## config.mk

```make
export PLATFORM = sky130hd
export DESIGN_NAME = fetch_unit
export DESIGN_NICKNAME = d
export VERILOG_FILES = /design/src/rtl/fetch_pkg.sv /design/src/rtl/fetch_field_split.sv /design/src/rtl/fetch_unit.sv
export SDC_FILE = /design/constraint.sdc
export NUM_CORES = 1
export LEC_CHECK = 0
export BUFFER_PORTS_ARGS = -buffer_cell sky130_fd_sc_hd__buf_2
export CAP_MARGIN = 30
export CORE_MARGIN = 3
export CORE_UTILIZATION = 35
export DETAILED_ROUTE_END_ITERATION = 6
export HOLD_SLACK_MARGIN = 0.02
export PLACE_DENSITY = 0.64
export SLEW_MARGIN = 40
export SYNTH_ARGS = -nofsm -noshare
export SYNTH_HDL_FRONTEND = slang
export SYNTH_HIERARCHICAL = 1
export SYNTH_SLANG_ARGS = --single-unit
```

## constraint.sdc

```tcl
create_clock -name clock -period 2.6 [get_ports clock]
set_clock_uncertainty 0.1 [all_clocks]
set_input_delay 0.26 -clock clock [delete_from_list [all_inputs] [get_ports clock]]
set_output_delay 0.26 -clock clock [all_outputs]
set_load 0.1 [all_outputs]
```

## src/rtl/fetch_pkg.sv

```systemverilog
// -----------------------------------------------------------------------------
// fetch_pkg
//   Shared definitions for the instruction fetch stage: FSM state encoding,
//   instruction field bit positions and widths, and the immediate
//   sign-extension helper used by the field splitter.
// -----------------------------------------------------------------------------
package fetch_pkg;

    typedef enum logic [1:0] {
        IDLE  = 2'd0,
        REQ   = 2'd1,
        WAIT  = 2'd2,
        ISSUE = 2'd3
    } fetch_state_e;

    localparam int OPC_W = 5;
    localparam int REG_W = 5;
    localparam int IMM_W = 17;
    localparam int TGT_W = 27;
    localparam int SX_W  = 32;

    localparam int OPC_MSB   = 31;
    localparam int OPC_LSB   = 27;
    localparam int RD_MSB    = 26;
    localparam int RD_LSB    = 22;
    localparam int RS_MSB    = 21;
    localparam int RS_LSB    = 17;
    localparam int RT_MSB    = 16;
    localparam int RT_LSB    = 12;
    localparam int SHAMT_MSB = 11;
    localparam int SHAMT_LSB = 7;
    localparam int FUNC_MSB  = 6;
    localparam int FUNC_LSB  = 2;
    localparam int IMM_MSB   = 16;
    localparam int IMM_LSB   = 0;
    localparam int TGT_MSB   = 26;
    localparam int TGT_LSB   = 0;

    // Sign-extend the 17-bit immediate to a full 32-bit operand.
    function automatic logic [SX_W-1:0] sign_ext_imm(input logic [IMM_W-1:0] imm);
        return {{(SX_W-IMM_W){imm[IMM_W-1]}}, imm};
    endfunction

endpackage

```

## src/rtl/fetch_field_split.sv

```systemverilog
// -----------------------------------------------------------------------------
// fetch_field_split
//   Purely combinational split of a 32-bit instruction word into the fields
//   consumed by the control decoder and register file.
//   Ports:
//     instr   in  INSN_W  instruction word
//     opcode  out 5       instr[31:27]
//     rd      out 5       instr[26:22]
//     rs      out 5       instr[21:17]
//     rt      out 5       instr[16:12]
//     shamt   out 5       instr[11:7]
//     alu_in  out 5       instr[6:2] (R-type func)
//     imm_sx  out 32      sign-extended instr[16:0]
//     target  out 27      instr[26:0]
// -----------------------------------------------------------------------------
module fetch_field_split
    import fetch_pkg::*;
#(
    parameter int INSN_W = 32
) (
    input  logic [INSN_W-1:0] instr,
    output logic [OPC_W-1:0]  opcode,
    output logic [REG_W-1:0]  rd,
    output logic [REG_W-1:0]  rs,
    output logic [REG_W-1:0]  rt,
    output logic [REG_W-1:0]  shamt,
    output logic [REG_W-1:0]  alu_in,
    output logic [SX_W-1:0]   imm_sx,
    output logic [TGT_W-1:0]  target
);

    assign opcode = instr[OPC_MSB:OPC_LSB];
    assign rd     = instr[RD_MSB:RD_LSB];
    assign rs     = instr[RS_MSB:RS_LSB];
    assign rt     = instr[RT_MSB:RT_LSB];
    assign shamt  = instr[SHAMT_MSB:SHAMT_LSB];
    assign alu_in = instr[FUNC_MSB:FUNC_LSB];
    assign imm_sx = sign_ext_imm(instr[IMM_MSB:IMM_LSB]);
    assign target = instr[TGT_MSB:TGT_LSB];

endmodule

```

## src/rtl/fetch_unit.sv

```systemverilog
// -----------------------------------------------------------------------------
// fetch_unit
//   Instruction fetch stage. Holds the PC, issues one-cycle requests to a
//   variable-latency instruction memory, registers the returned word and
//   presents it (plus decoded fields) to the decoder with a valid/ready
//   handshake. Redirects from execute have highest priority and squash any
//   in-flight fetch.
//   Ports:
//     clock, reset             clock, asynchronous active-high reset
//     imem_req / imem_addr     fetch request pulse and word address (= pc)
//     imem_valid / imem_rdata  memory response
//     redirect_valid/_pc       load a new fetch address
//     dec_ready                decoder consumes the presented instruction
//     instr_valid, instr,      presented instruction and its address
//     pc_out
//     opcode, rd, rs, rt,      decoded fields (combinational from instr)
//     shamt, alu_in, imm_sx,
//     target
//   Optional (FETCH_PERF_CNT_EN defined):
//     perf_fetched             accepted instructions, wrapping
//     perf_stall               ISSUE cycles stalled by the decoder, wrapping
// -----------------------------------------------------------------------------
module fetch_unit
    import fetch_pkg::*;
#(
    parameter int ADDR_W = 12,
    parameter int INSN_W = 32
) (
    input  logic              clock,
    input  logic              reset,
    output logic              imem_req,
    output logic [ADDR_W-1:0] imem_addr,
    input  logic              imem_valid,
    input  logic [INSN_W-1:0] imem_rdata,
    input  logic              redirect_valid,
    input  logic [ADDR_W-1:0] redirect_pc,
    input  logic              dec_ready,
    output logic              instr_valid,
    output logic [INSN_W-1:0] instr,
    output logic [ADDR_W-1:0] pc_out,
    output logic [OPC_W-1:0]  opcode,
    output logic [REG_W-1:0]  rd,
    output logic [REG_W-1:0]  rs,
    output logic [REG_W-1:0]  rt,
    output logic [REG_W-1:0]  shamt,
    output logic [REG_W-1:0]  alu_in,
    output logic [SX_W-1:0]   imm_sx,
    output logic [TGT_W-1:0]  target
`ifdef FETCH_PERF_CNT_EN
    ,
    output logic [31:0]       perf_fetched,
    output logic [31:0]       perf_stall
`endif
);

    fetch_state_e      state_r,  state_nxt_s;
    logic [ADDR_W-1:0] pc_r,     pc_nxt_s;
    logic [INSN_W-1:0] instr_r,  instr_nxt_s;
    logic [ADDR_W-1:0] pc_out_r, pc_out_nxt_s;
    logic              drop_r,   drop_nxt_s;

    // State and datapath registers.
    always_ff @(posedge clock or posedge reset) begin
        if (reset) begin
            state_r  <= IDLE;
            pc_r     <= {ADDR_W{1'b0}};
            instr_r  <= {INSN_W{1'b0}};
            pc_out_r <= {ADDR_W{1'b0}};
            drop_r   <= 1'b0;
        end else begin
            state_r  <= state_nxt_s;
            pc_r     <= pc_nxt_s;
            instr_r  <= instr_nxt_s;
            pc_out_r <= pc_out_nxt_s;
            drop_r   <= drop_nxt_s;
        end
    end

    // Next-state logic; redirect overrides everything else in every state.
    always_comb begin
        state_nxt_s  = state_r;
        pc_nxt_s     = pc_r;
        instr_nxt_s  = instr_r;
        pc_out_nxt_s = pc_out_r;
        drop_nxt_s   = drop_r;
        case (state_r)
            IDLE: begin
                if (redirect_valid) begin
                    pc_nxt_s = redirect_pc;
                end else begin
                    pc_nxt_s = pc_r;
                end
                state_nxt_s = REQ;
            end
            REQ: begin
                // The request has already left, so a redirect here must
                // discard whatever comes back for it.
                if (redirect_valid) begin
                    pc_nxt_s   = redirect_pc;
                    drop_nxt_s = 1'b1;
                end else begin
                    drop_nxt_s = drop_r;
                end
                state_nxt_s = WAIT;
            end
            WAIT: begin
                if (redirect_valid) begin
                    pc_nxt_s = redirect_pc;
                    if (imem_valid) begin
                        drop_nxt_s  = 1'b0;
                        state_nxt_s = REQ;
                    end else begin
                        drop_nxt_s  = 1'b1;
                        state_nxt_s = WAIT;
                    end
                end else if (imem_valid) begin
                    if (drop_r) begin
                        drop_nxt_s  = 1'b0;
                        state_nxt_s = REQ;
                    end else begin
                        instr_nxt_s  = imem_rdata;
                        pc_out_nxt_s = pc_r;
                        state_nxt_s  = ISSUE;
                    end
                end else begin
                    state_nxt_s = WAIT;
                end
            end
            ISSUE: begin
                if (redirect_valid) begin
                    pc_nxt_s    = redirect_pc;
                    state_nxt_s = REQ;
                end else if (dec_ready) begin
                    pc_nxt_s    = pc_r + ADDR_W'(1);
                    state_nxt_s = REQ;
                end else begin
                    state_nxt_s = ISSUE;
                end
            end
            default: begin
                state_nxt_s = IDLE;
                drop_nxt_s  = 1'b0;
            end
        endcase
    end

    assign imem_req    = (state_r == REQ);
    assign imem_addr   = pc_r;
    assign instr_valid = (state_r == ISSUE);
    assign instr       = instr_r;
    assign pc_out      = pc_out_r;

    fetch_field_split #(
        .INSN_W (INSN_W)
    ) u_field_split (
        .instr  (instr_r),
        .opcode (opcode),
        .rd     (rd),
        .rs     (rs),
        .rt     (rt),
        .shamt  (shamt),
        .alu_in (alu_in),
        .imm_sx (imm_sx),
        .target (target)
    );

`ifdef FETCH_PERF_CNT_EN
    logic [31:0] perf_fetched_r;
    logic [31:0] perf_stall_r;
    logic        issue_s;

    assign issue_s = (state_r == ISSUE) && !redirect_valid;

    // Handshake and stall counters; a redirect cycle counts as neither.
    always_ff @(posedge clock or posedge reset) begin
        if (reset) begin
            perf_fetched_r <= 32'd0;
            perf_stall_r   <= 32'd0;
        end else begin
            if (issue_s && dec_ready) begin
                perf_fetched_r <= perf_fetched_r + 32'd1;
            end else begin
                perf_fetched_r <= perf_fetched_r;
            end
            if (issue_s && !dec_ready) begin
                perf_stall_r <= perf_stall_r + 32'd1;
            end else begin
                perf_stall_r <= perf_stall_r;
            end
        end
    end

    assign perf_fetched = perf_fetched_r;
    assign perf_stall   = perf_stall_r;
`endif

endmodule

```

==> impl_metrics.env <==
export IMPL_status="finished clean"
export IMPL_gp_congestion=0.7274
export IMPL_final_nets=447
export IMPL_yosys_warnings=6
export IMPL_synth_mux_area_fraction_pct=16.43
export IMPL_synth_fa_ha_area_share_pct=1.946
export IMPL_fillers=826
export IMPL_clock_sinks=59
export IMPL_drv_cap=0
export IMPL_syn_mean_instance_area_um2=11.77
export IMPL_clock_latency_ns=0.33
export IMPL_cts_root_buf="clkbuf_8"
export IMPL_syn_area_um2=3214
export IMPL_tightest_slew_ns=0.5146
export IMPL_hold_ws_ns=0.03979
export IMPL_synth_nets=327
export IMPL_grt_overflow=0
export IMPL_cts_tree="done"
export IMPL_grt_use_total_pct=13.01
export IMPL_arrival_ns=2.08
export IMPL_crit_fanout=27
export IMPL_vias=2252
export IMPL_hp_class="primary input to register"
export IMPL_post_drt_wl_per_cell_um=13.99
export IMPL_yosys_cell_types_count=29
export IMPL_fmax_mhz=508.7
export IMPL_die_w_um=101.8
export IMPL_grt_pass1_wl_um=10430
export IMPL_synth_compound_area_share_pct=2.880
export IMPL_floorplan_initialDensity_pct=36.50
export IMPL_slew_viol_final=0
export IMPL_worstSetupPathType="register to register"
export IMPL_dieArea_um2=10370
export IMPL_stdcell_count=506
export IMPL_grt_max_degree=37
export IMPL_synthSimpleGateAreaFrac_pct=6.929
export IMPL_synthCells=273
export IMPL_die_h_um=101.8
export IMPL_cp_end_kind="register"
export IMPL_relSlewSlack_pct=65.93
export IMPL_synth_xor_area_share_pct=2.997
export IMPL_routed_wl_um=7077
export IMPL_first_global_vias=1998
export IMPL_portBuffers=195
export IMPL_dr_pass1_iters=4
export IMPL_cts_buffer_depth=2
export IMPL_rsz0062_at_grt="false"
export IMPL_antenna_cells=0
export IMPL_dpl_hpwl_um=5496
export IMPL_dp_cells=485
export IMPL_fp_row_count=34
export IMPL_syn_to_final_growth_pct=20.98
export IMPL_placed_area_um2=3638
export IMPL_ant_nets=0
export IMPL_cp_required_ns=2.71
export IMPL_min_period_over_period_pct=75.60
export IMPL_drive_gt1_share_pct=67.09
export IMPL_numCtsBuffers=9
export IMPL_ios=196
export IMPL_post_route_drc_count=0
export IMPL_post_cts_setup_buffer_count=0
export IMPL_viasPerCell=4.451
export IMPL_stdcell_area_um2=3889
export IMPL_tns_ns=0
export IMPL_synth_seq_cells=59
export IMPL_core_um2=8806
export IMPL_fin_crit_ns=1.966
export IMPL_startpoint_type="register"
export IMPL_htreeDepth=3
export IMPL_antenna_found_initial=0
export IMPL_setup_viol_count_final=0
export IMPL_drt_iter0_markers=15
export IMPL_synth_top_family_by_area="buffers and inverters"
export IMPL_final_hold_viol_count=0
export IMPL_yosysSeqAreaShare_pct=45.93
export IMPL_clk_pin_slew_ns=0.07
[cell type report]
| class | instances | area (µm²) | area share, % |
|---|---|---|---|
| clock buffers | 9 | 123.9 | 3.185 |
| clock inverters | 7 | 76.32 | 1.963 |
| inverters | 5 | 18.77 | 0.4826 |
| multi-input cells | 114 | 1002 | 25.77 |
| flip-flops and latches | 59 | 1476 | 37.97 |
| well taps | 108 | 135.1 | 3.475 |
| repair buffers | 204 | 1056 | 27.16 |
[critical path: stages, from the launching register on]
cell     delay [ns]
dfrtp_1        0.41
inv_1          0.10
ha_1           0.21
nand2_1        0.13
nor3_4         0.15
buf_4          0.35
mux2_2         0.39
[final timing paths]
kind                                      from      endpoint  slack, ns  depth (start not counted)
min in group asynchronous                reset     pc_out[6]       0.21                          3
worst max-delay path                state_r[0]      instr[7]       0.63                          6
max in group asynchronous                reset      instr[1]       1.55                          4
worst max register to register      state_r[0]      instr[7]       0.63                          6
worst min register to register      pc_out[11]    pc_out[11]       0.41                          1
worst min-delay path            redirect_pc[0]  imem_addr[0]       0.04                          3
[cells in the mapped netlist]
library cell  instances  area, µm²
a21oi_1               4      20.02
a221oi_1              1      8.760
and4_1                1      8.760
buf_4                90      675.7
buf_6                 3      33.78
clkbuf_1              2      7.510
dfrtp_1              59       1476
ha_1                  5      62.56
inv_1                 5      18.77
mux2_1                3      33.78
mux2_2               43      484.2
mux2i_1               1      10.01
nand2_1              16      60.06
nand2_4               1      11.26
nand3_1               3      15.01
nand3_2               1      10.01
nand4_1               1      6.260
nand4_4               1      21.27
nor2_1                3      11.26
nor3_1                2      10.01
nor3_4                1      16.27
nor4_1                1      6.260
nor4_2                2      25.02
nor4_4                1      21.27
o21ai_0              10      50.05
o21ai_1               1      5.000
o21ai_2               1      8.760
xnor2_1               5      43.79
xor2_1                6      52.55
[metrics by stage]
| step | util (%) | setup WS (ns) |
|---|---|---|
| after CTS | 44.16 | 0.6232 |
| after global routing | 44.16 | 0.4769 |
| after floorplan | - | 0.2273 |
| final | 44.16 | 0.6344 |
| after global placement | 41.32 | 0.7358 |
| after detailed placement | 41.32 | 0.6419 |
[flip-flops by register name (all words and copies together) (netlist names)]
name and flops:
drop_r 1, imem_addr 12, instr 32, pc_out 12, state_r 2
[cell usage in the layout (no fill, tap or decap)]
cell           Yosys  final
inv_2              0      1
nand4_1            1      1
nand3_2            1      1
clkinvlp_4         0      2
mux2i_1            1      1
nor2_1             3      3
dlygate4sd3_1      0      5
nand4_4            1      1
mux2_1             3      3
xnor2_1            5      5
o21ai_1            1      1
nor4_4             1      1
a221oi_1           1      1
xor2_1             6      6
clkbuf_8           0      9
buf_4             90      4
dfrtp_1           59     59
bufinv_16          0      1
inv_6              0      2
ha_1               5      5
clkinv_4           0      1
a21oi_1            4      4
nor4_2             2      2
buf_2              0    195
o21ai_2            1      1
nor4_1             1      1
mux2_2            43     43
nand2_1           16     16
nor3_1             2      2
nand3_1            3      3
o21ai_0           10     10
nand2_4            1      1
clkinv_2           0      1
nor3_4             1      1
and4_1             1      1
inv_1              5      4
[repair_timing]
item                      4_1_cts  5_1_grt
hold endpoints to repair       63        0
hold buffers                    5        0
resized for setup               0        0
[cell families (layout without fill, tap and decap cells)]
group | Yosys count | after routing
AND/OR/NAND/NOR | 34 | 34
buffers and inverters | 100 | 225
flip-flops | 59 | 59
XOR/XNOR | 11 | 11
adder cells (fa/ha/maj) | 5 | 5
multiplexers | 47 | 47
AO/OA/AOI/OAI | 17 | 17
[layer usage]
metal / share of wire (%) / GRT usage, %
met3: 8.6 / 4.096
met2: 50 / 21.38
met1: 40 / 16.52
met4: 0.99 / 3.935
met5: 0 / 0
Power is left out: the tool's default activity adds up to more than one toggle a clock period on the data nets, which glitch-free logic cannot reach.
